File: config.mk
export PLATFORM = sky130hd
export DESIGN_NAME = fpadd_sched
export DESIGN_NICKNAME = d
export VERILOG_FILES = /design/src/rtl/fpadd_sched.sv
export SDC_FILE = /design/constraint.sdc
export NUM_CORES = 1
export LEC_CHECK = 0
export CORE_AREA = 2 2 158 160
export CTS_CLUSTER_SIZE = 14
export DETAILED_ROUTE_END_ITERATION = 6
export DIE_AREA = 0 0 160 162
export HOLD_SLACK_MARGIN = 0.06
export PLACE_DENSITY = 0.7
export SLEW_MARGIN = 20
export SYNTH_ARGS = -nofsm -noshare
export SYNTH_HDL_FRONTEND = slang
export SYNTH_SLANG_ARGS = --single-unit
File: constraint.sdc
create_clock -name clk -period 2.5 [get_ports clk]
set_clock_uncertainty 0.1 [all_clocks]
set_input_delay 0.25 -clock clk [delete_from_list [all_inputs] [get_ports clk]]
set_output_delay 0.25 -clock clk [all_outputs]
set_load 0.02 [all_outputs]
File: src/rtl/fpadd_sched.sv
// Round-robin front end for a single shared fpadd: grants one requester at a time,
// pulses start, waits for done (or gives up after TIMEOUT cycles) and returns a tagged result.
module fpadd_sched #(
    parameter int NREQ    = 4,
    parameter int ID_W    = 2,
    parameter int TIMEOUT = 511,
    parameter int TO_W    = 10
) (
    input  logic                 clk,
    input  logic                 reset,
    input  logic [NREQ-1:0]      req_valid,
    input  logic [32*NREQ-1:0]   req_a,
    input  logic [32*NREQ-1:0]   req_b,
    output logic [NREQ-1:0]      req_ready,
    output logic                 resp_valid,
    input  logic                 resp_ready,
    output logic [31:0]          resp_sum,
    output logic [ID_W-1:0]      resp_id,
    output logic                 resp_err,
    output logic                 busy,
    output logic                 fp_start,
    output logic [31:0]          fp_a,
    output logic [31:0]          fp_b,
    input  logic [31:0]          fp_sum,
    input  logic                 fp_done
);

    typedef enum logic [1:0] {IDLE, ISSUE, WAIT, RESP} state_t;

    state_t                 state, state_nxt;
    logic [ID_W-1:0]        ptr, id_q, gnt_id;
    logic [TO_W-1:0]        cnt;
    logic                   gnt_vld;
    logic                   timeout_hit;
    logic [2*NREQ-1:0]      dbl;
    logic [NREQ-1:0]        rot;
    logic [ID_W:0]          off, gnt_sum;
    logic [NREQ-1:0][31:0]  a_v, b_v;

    assign a_v         = req_a;
    assign b_v         = req_b;
    assign timeout_hit = (cnt == TO_W'(TIMEOUT - 1));

    // Rotate valids so bit 0 is ptr; the lowest set bit is the winner.
    assign dbl = {req_valid, req_valid} >> ptr;
    assign rot = dbl[NREQ-1:0];

    always_comb begin
        gnt_vld = 1'b0;
        off     = '0;
        for (int k = NREQ - 1; k >= 0; k--) begin
            if (rot[k]) begin
                gnt_vld = 1'b1;
                off     = (ID_W+1)'(k);
            end
        end
    end

    assign gnt_sum = {1'b0, ptr} + off;
    assign gnt_id  = (gnt_sum >= (ID_W+1)'(NREQ)) ? ID_W'(gnt_sum - (ID_W+1)'(NREQ))
                                                  : ID_W'(gnt_sum);

    always_ff @(posedge clk or negedge reset) begin
        if (!reset) state <= IDLE;
        else        state <= state_nxt;
    end

    always_comb begin
        state_nxt = state;
        case (state)
            IDLE:    if (gnt_vld) state_nxt = ISSUE;
            ISSUE:   state_nxt = WAIT;
            WAIT:    if (fp_done || timeout_hit) state_nxt = RESP;
            RESP:    if (resp_ready) state_nxt = IDLE;
            default: state_nxt = IDLE;
        endcase
    end

    // reset gates req_ready so nothing looks accepted while the block is held in reset.
    always_comb begin
        busy      = (state != IDLE);
        req_ready = '0;
        if (state == IDLE && gnt_vld && reset)
            req_ready = NREQ'(1) << gnt_id;
    end

    always_ff @(posedge clk or negedge reset) begin
        if (!reset) begin
            ptr        <= '0;
            id_q       <= '0;
            cnt        <= '0;
            fp_start   <= 1'b0;
            fp_a       <= '0;
            fp_b       <= '0;
            resp_valid <= 1'b0;
            resp_sum   <= '0;
            resp_id    <= '0;
            resp_err   <= 1'b0;
        end else begin
            fp_start <= 1'b0;
            case (state)
                IDLE: if (gnt_vld) begin
                    fp_a     <= a_v[gnt_id];
                    fp_b     <= b_v[gnt_id];
                    id_q     <= gnt_id;
                    fp_start <= 1'b1;
                end
                ISSUE: cnt <= '0;
                WAIT: begin
                    if (fp_done) begin
                        resp_sum   <= fp_sum;
                        resp_err   <= 1'b0;
                        resp_id    <= id_q;
                        resp_valid <= 1'b1;
                    end else if (timeout_hit) begin
                        resp_sum   <= '0;
                        resp_err   <= 1'b1;
                        resp_id    <= id_q;
                        resp_valid <= 1'b1;
                    end else begin
                        cnt <= cnt + TO_W'(1);
                    end
                end
                RESP: if (resp_ready) begin
                    resp_valid <= 1'b0;
                    ptr        <= (id_q == ID_W'(NREQ - 1)) ? '0 : id_q + ID_W'(1);
                end
                default: ;
            endcase
        end
    end

endmodule

=== Word level (Yosys, flattened, before mapping) ===
Cells that the tools add are included.

* Reductions and logical operators: 14
* Order comparisons: 2
* Multiplexer cells: 33
* Shift operators: 2
* Add/sub/neg operators: 4
* Equal/unequal tests: 11

{| class="wikitable"
|+ Operators with widths
! cell !! number
|-
| binary-select mux 32 bit (select 2 bit) || 2
|-
| two-way mux 32 bit || 4
|-
| two-way mux 10 bit || 2
|-
| one-hot mux 10 bit (2 select lines) || 1
|-
| two-way mux 2 bit || 9
|-
| adder 10 x 1 -> 10 bit, second input constant || 1
|-
| == test 10 x 9 -> 1 bit, second input constant || 1
|-
| two-way mux 1 bit || 10
|-
| inequality test 2 bit, second input constant || 5
|-
| AND reduction 3 bit || 3
|-
| one-hot mux 2 bit (4 select lines) || 1
|-
| nonzero test 2 bit || 4
|-
| right shift 8 x 2 -> 4 bit || 1
|-
| == test 2 bit, second input constant || 3
|-
| two-way mux 3 bit || 2
|-
| AND reduction 2 bit || 3
|-
| two-way mux 4 bit || 1
|-
| << shifter 1 x 2 -> 4 bit, first input constant || 1
|-
| adder 2 x 3 -> 3 bit || 1
|-
| >= comparator 3 bit, second input constant || 1
|-
| less-than comparator 2 x 3 -> 1 bit, second input constant || 1
|-
| inequality test 3 bit, second input constant || 1
|-
| adder 2 x 1 -> 2 bit, second input constant || 1
|-
| == test 2 x 1 -> 1 bit, second input constant || 1
|-
| other kinds (5) || 6
|}

* Input bits: 296
* Word-level logic and storage cells: 77
* Register bits: 117

=== Logic depth before layout (Yosys ltp) ===
* Depth in word-level cells: 10
* Gate-level depth with buffers: 12
* Depth with buffers taken out: 10

=== Worst setup path before layout ===
Ideal clock, no wire load.

* Path type: register to output
* Start point: reg ptr[0]
* End point: out req_ready[1]
* Required time: 2.150 ns
* Arrival: 2.612 ns
* Stages on the path, launching flop included: 11
* Setup slack: -0.462 ns
* Path through: dfrtp_1 > buf_4 > or4_1 > nand3_1 > ha_1 > buf_2 > buf_2 > clkbuf_1 > clkbuf_1 > nand3_1 > nor2_1

* Cells in the longest elaborated chain, start to end: 10

{| class="wikitable"
|+ Ends and longest elaborated chain
! item !! RTL line !! RTL
|-
| start, declared || 31 || <nowiki>logic [ID_W-1:0] ptr, id_q, gnt_id;</nowiki>
|-
| start signal, assigned || 126 || <nowiki>ptr <= (id_q == ID_W'(NREQ - 1)) ? '0 : id_q + ID_W'(1);</nowiki>
|-
| right shift 8 x 2 -> 4 bit || 45 || <nowiki>assign dbl = {req_valid, req_valid} >> ptr;</nowiki>
|-
| two-way mux 2 bit (2 in series) || 52 || <nowiki>if (rot[k]) begin</nowiki>
|-
| two-way mux 3 bit (2 in series) || 52 ||
|-
| adder 2 x 3 -> 3 bit (*) || 59 || <nowiki>assign gnt_sum = {1'b0, ptr} + off;</nowiki>
|-
| >= comparator 3 bit / subtractor 2 x 1 -> 2 bit (equally long branches) || 60 || <nowiki>assign gnt_id = (gnt_sum >= (ID_W+1)'(NREQ)) ? ID_W'(gnt_sum - (ID_W+1)'(NREQ))</nowiki>
|-
| two-way mux 2 bit (*) || 60 ||
|-
| net gnt_id[0] || 31 ||
|-
| << shifter 1 x 2 -> 4 bit (*) || 84 || <nowiki>req_ready = NREQ'(1) << gnt_id;</nowiki>
|-
| two-way mux 4 bit (*) || 83 || <nowiki>if (state == IDLE && gnt_vld && reset)</nowiki>
|-
| end, declared || 14 || <nowiki>output logic [NREQ-1:0] req_ready,</nowiki>
|}

Mark *: on every way through the listed nets, which the timed path passes. The rest lies on a longest branch.

=== Worst setup path in the final report ===
* Start point: reg ptr[0]
* End point: out req_ready[2]

* Cells in the longest elaborated chain, start to end: 10

{| class="wikitable"
|+ Ends and longest elaborated chain
! item !! RTL line
|-
| right shift 8 x 2 -> 4 bit || 45
|-
| two-way mux 2 bit (2 in series) || 52
|-
| two-way mux 3 bit (2 in series) || 52
|-
| adder 2 x 3 -> 3 bit || 59
|-
| >= comparator 3 bit / subtractor 2 x 1 -> 2 bit (equally long branches) || 60
|-
| two-way mux 2 bit || 60
|-
| << shifter 1 x 2 -> 4 bit || 84
|-
| two-way mux 4 bit (*) || 83
|}

Mark *: on every way between the ends. The rest lies on a longest branch, timed or not.

==> impl_metrics.csv <==
group,metric,value,unit
power_and_ir_drop,netSwitchingFraction,45.2,%
power_and_ir_drop,power_leakage,5.68,nW
synthesis,synth-edff-count,0,
detailed_routing,initialDrtViolationCount,346,
detailed_routing,dr_total_vias,7837,
timing,timing.final.crit_share,113,%
detailed_routing,finalWirelength,31600,µm
layout,area_growth,86.3,%
power_and_ir_drop,cellPowerDensity,1590,nW/µm²
detailed_routing,ant_nets,0,
run_status,status,"finished, violations left",
synthesis,ys.flop_type,"dfrtp_1",
placed_design,portBuffers,401,
floorplan,core_area,24100,µm²
power_and_ir_drop,power,23.3,mW
detailed_routing,wl_per_cell,20.9,µm
grt,antenna_found_initial,0,
layout,drive_above_1_share,27.7,%
synthesis,ys_seq_area_share,37.3,%
timing,setup_ws,-315,ps
worst_setup_path,crit_chain,"nand2b_4, o22ai_4, o21ai_2, nand3_4, ha_4, buf_12, xor2_4, a31oi_4, nor2_4, nor3_4, buf_6",
floorplan,io_pins,402,
worst_setup_path,required,2150,ps
clock_network,cts_tree,"built",
clock_network,clk_latency,410,ps
timing,fin_crit,2810,ps
timing,worst_pin_slew,628,ps
run_status,violations,"negative setup slack",
synthesis,async_reset_ff_share,100,%
power_and_ir_drop,p_int,12.8,mW
synthesis,syn-cell-area,7860,µm²
floorplan,placementRows,57,
worst_hold_path,hp-class,"input port to flop",
synthesis,yosysWarnings,0,
placed_design,post-dp-hpwl,22700,µm
power_and_ir_drop,p_switching,10.5,mW
timing,fmax,0.355,GHz
grt,track_usage,23.9,%
synthesis,synthTopCellsByArea,"dfrtp_1, nor2b_1, a2111oi_2, o31ai_2, a221oi_2",
worst_setup_path,critPathLaunchType,"flop",
floorplan,start_util,32.6,%
placed_design,finalWeightedCongestion,0.830,
power_and_ir_drop,peakVddDrop,0.803,mV
timing,rsz0062_at_grt,"true",
power_and_ir_drop,p_clk_share,10.3,%
synthesis,syn_inst,736,
power_and_ir_drop,seq_power_share,14.3,%
synthesis,synth.net_count,1041,
worst_setup_path,cp.arrival,2460,ps
grt,grt_pass1_wl,48000,µm
worst_setup_path,path_class,"flop to primary output",
synthesis,synth_cell_types,48,
synthesis,synth.largest_area_cell,"dfrtp_1",
grt,use_met1,27.9,%
run,max-cap-violations,0,
grt,grt_start_max_net_pins,73,
timing,relSlewSlack,58.1,%
timing,slew_viol_final,0,
clock_network,cts-root-buf,"clkbuf_16",
synthesis,yosysMostFrequentCell,"nor2b_1",
layout,n_antenna_cell,0,
worst_setup_path,r2r_slack,-280,ps
grt,grt_use_met3,7.07,%
floorplan,die_w,160,µm
timing,setup_viol,68,
floorplan,die_y,162,µm
synthesis,synthTopCellsByCount,"nor2b_1, dfrtp_1, nand2_1",
timing,finalHoldViolations,0,
detailed_routing,viasPerCell,5.19,
power_and_ir_drop,p_comb_share,75.4,%
worst_setup_path,critPathMaxStageDelay,440,ps
clock_network,cts_buffers,17,
timing,whs,348,ps
clock_network,path_clk_slew,60,ps
synthesis,syn_avg_cell_area,10.7,µm²
clock_network,cts_sinks,117,
detailed_routing,dr.pass1.iters,4,
detailed_routing,route.detailed.drc,0,
grt,grt_use_met2,43.2,%
grt,busiest_layer,"met2",
worst_setup_path,end_kind,"primary output",
clock_network,cts_htree_levels,4,
worst_setup_path,crit_path_top_delay_cell,"dfrtp_2",
synthesis,yosys_register_bits,117,
synthesis,yosysTopAreaCellShare,37.3,%
grt,globalRouteOverflowTotal,0,
floorplan,die_area,25900,µm²
worst_setup_path,cp_max_fo,7,
layout,fin_nets,1477,
clock_network,cts_buffer_depth,2,
grt,grt_pass1_vias,8157,
per-stage QoR:
stage | util, % | worst slack, ps | instance area (µm²) | TNS [ps] | instances
final | 60.7 | -315 | 14600 | -12830 | 1509
after global routing | 60.7 | -454 | 14600 | -21210 | 1509
after CTS | 59.4 | -379 | 14300 | -12710 | 1507
after detailed placement | 52.6 | -810 | 12700 | -39850 | 1444
after global placement | 52.6 | -665 | 12700 | -34870 | 1444
after floorplan | - | -35.8 | 8210 | -737 | 736
layout make-up:
class | instances | area, µm²
well taps | 324 | 405
clock buffers | 20 | 437
repair buffers | 501 | 5350
clock inverters | 12 | 130
flip-flops and latches | 117 | 2930
multi-input cells | 526 | 5360
fillers | 1979 | 9460
inverters | 9 | 33.8
what timing repair did:
item	in CTS	in global routing
setup endpoints to repair	68	68
resized for setup	134	33
gates cloned	9	2
hold buffers	1	0
hold endpoints to repair	117	0
pin swaps	54	11
setup buffers	23	2
path summary, 6_finish.rpt:
kind,from,end,cells after the start
min in group asynchronous,reset,id_q[1],3
worst min-delay path,fp_sum[0],resp_sum[0],2
max in group asynchronous,reset,fp_b[17],3
worst max register to register,ptr[0],fp_a[23],12
worst min register to register,fp_a[31],fp_a[31],2
worst max-delay path,ptr[0],req_ready[2],11
cell families (layout without fill, tap and decap cells):
kind of cell	count (synthesis)	after routing	synth area share, %
DFF	117	117	37.3
buffers and inverters	93	542	6.56
and+or+nand+nor	254	254	17.5
adders and majority gates	9	9	1.43
xor gates and xnor gates	8	8	0.892
AOI/OAI and AO/OA	248	248	35.4
muxes	7	7	0.955
per-layer routing:
metal,vias to the layer above,share of wire [%],wire [µm]
met4,0,1.6,521
li1,3704,-,-
met3,34,7.4,2330
met2,317,52,16400
met5,-,0,0
met1,3782,39,12400
cell usage in the layout, fill, tap and decap left out, drive strengths merged, types with 7 or more instances in the layout:
| master | synthesis | layout |
|---|---|---|
| a2111oi | 64 | 64 |
| ha | 9 | 9 |
| clkbuf | 39 | 22 |
| nor2b | 132 | 132 |
| dfrtp | 117 | 117 |
| clkdlybuf4s50 | 0 | 393 |
| xor2 | 7 | 7 |
| o31ai | 67 | 67 |
| inv | 9 | 11 |
| a221oi | 64 | 64 |
| o21ai | 7 | 7 |
| nand2 | 79 | 79 |
| nor2 | 10 | 10 |
| a22o | 32 | 32 |
| buf | 45 | 102 |
state kept, by name, summed over array words and instances, names as in the netlist:
signal,count
resp_id,2
fp_b,32
id_q,2
resp_sum,32
resp_valid,1
fp_a,32
cnt,10
fp_start,1
state,2
resp_err,1
ptr,2
power by group through the flow:
stage / registers, mW / clock network [mW] / logic, mW
finish: 3.33 / 2.40 / 17.5
global route: 3.44 / 2.55 / 18.6
CTS: 3.33 / 2.46 / 16.9
detailed placement: 3.35 / 0 / 13.8
global placement: 3.33 / 0 / 13.6
floorplan: 4.22 / 0 / 8.53
critical path, delay by kind of cell (launching register included):
kind,cells,cell delay [ps]
DFF,1,440
buffers and inverters,2,270
and+or+nand+nor,4,490
xor gates and xnor gates,1,150
AOI/OAI and AO/OA,3,510
adders and majority gates,1,200
Note: power is estimated with default switching activity, not from simulation.
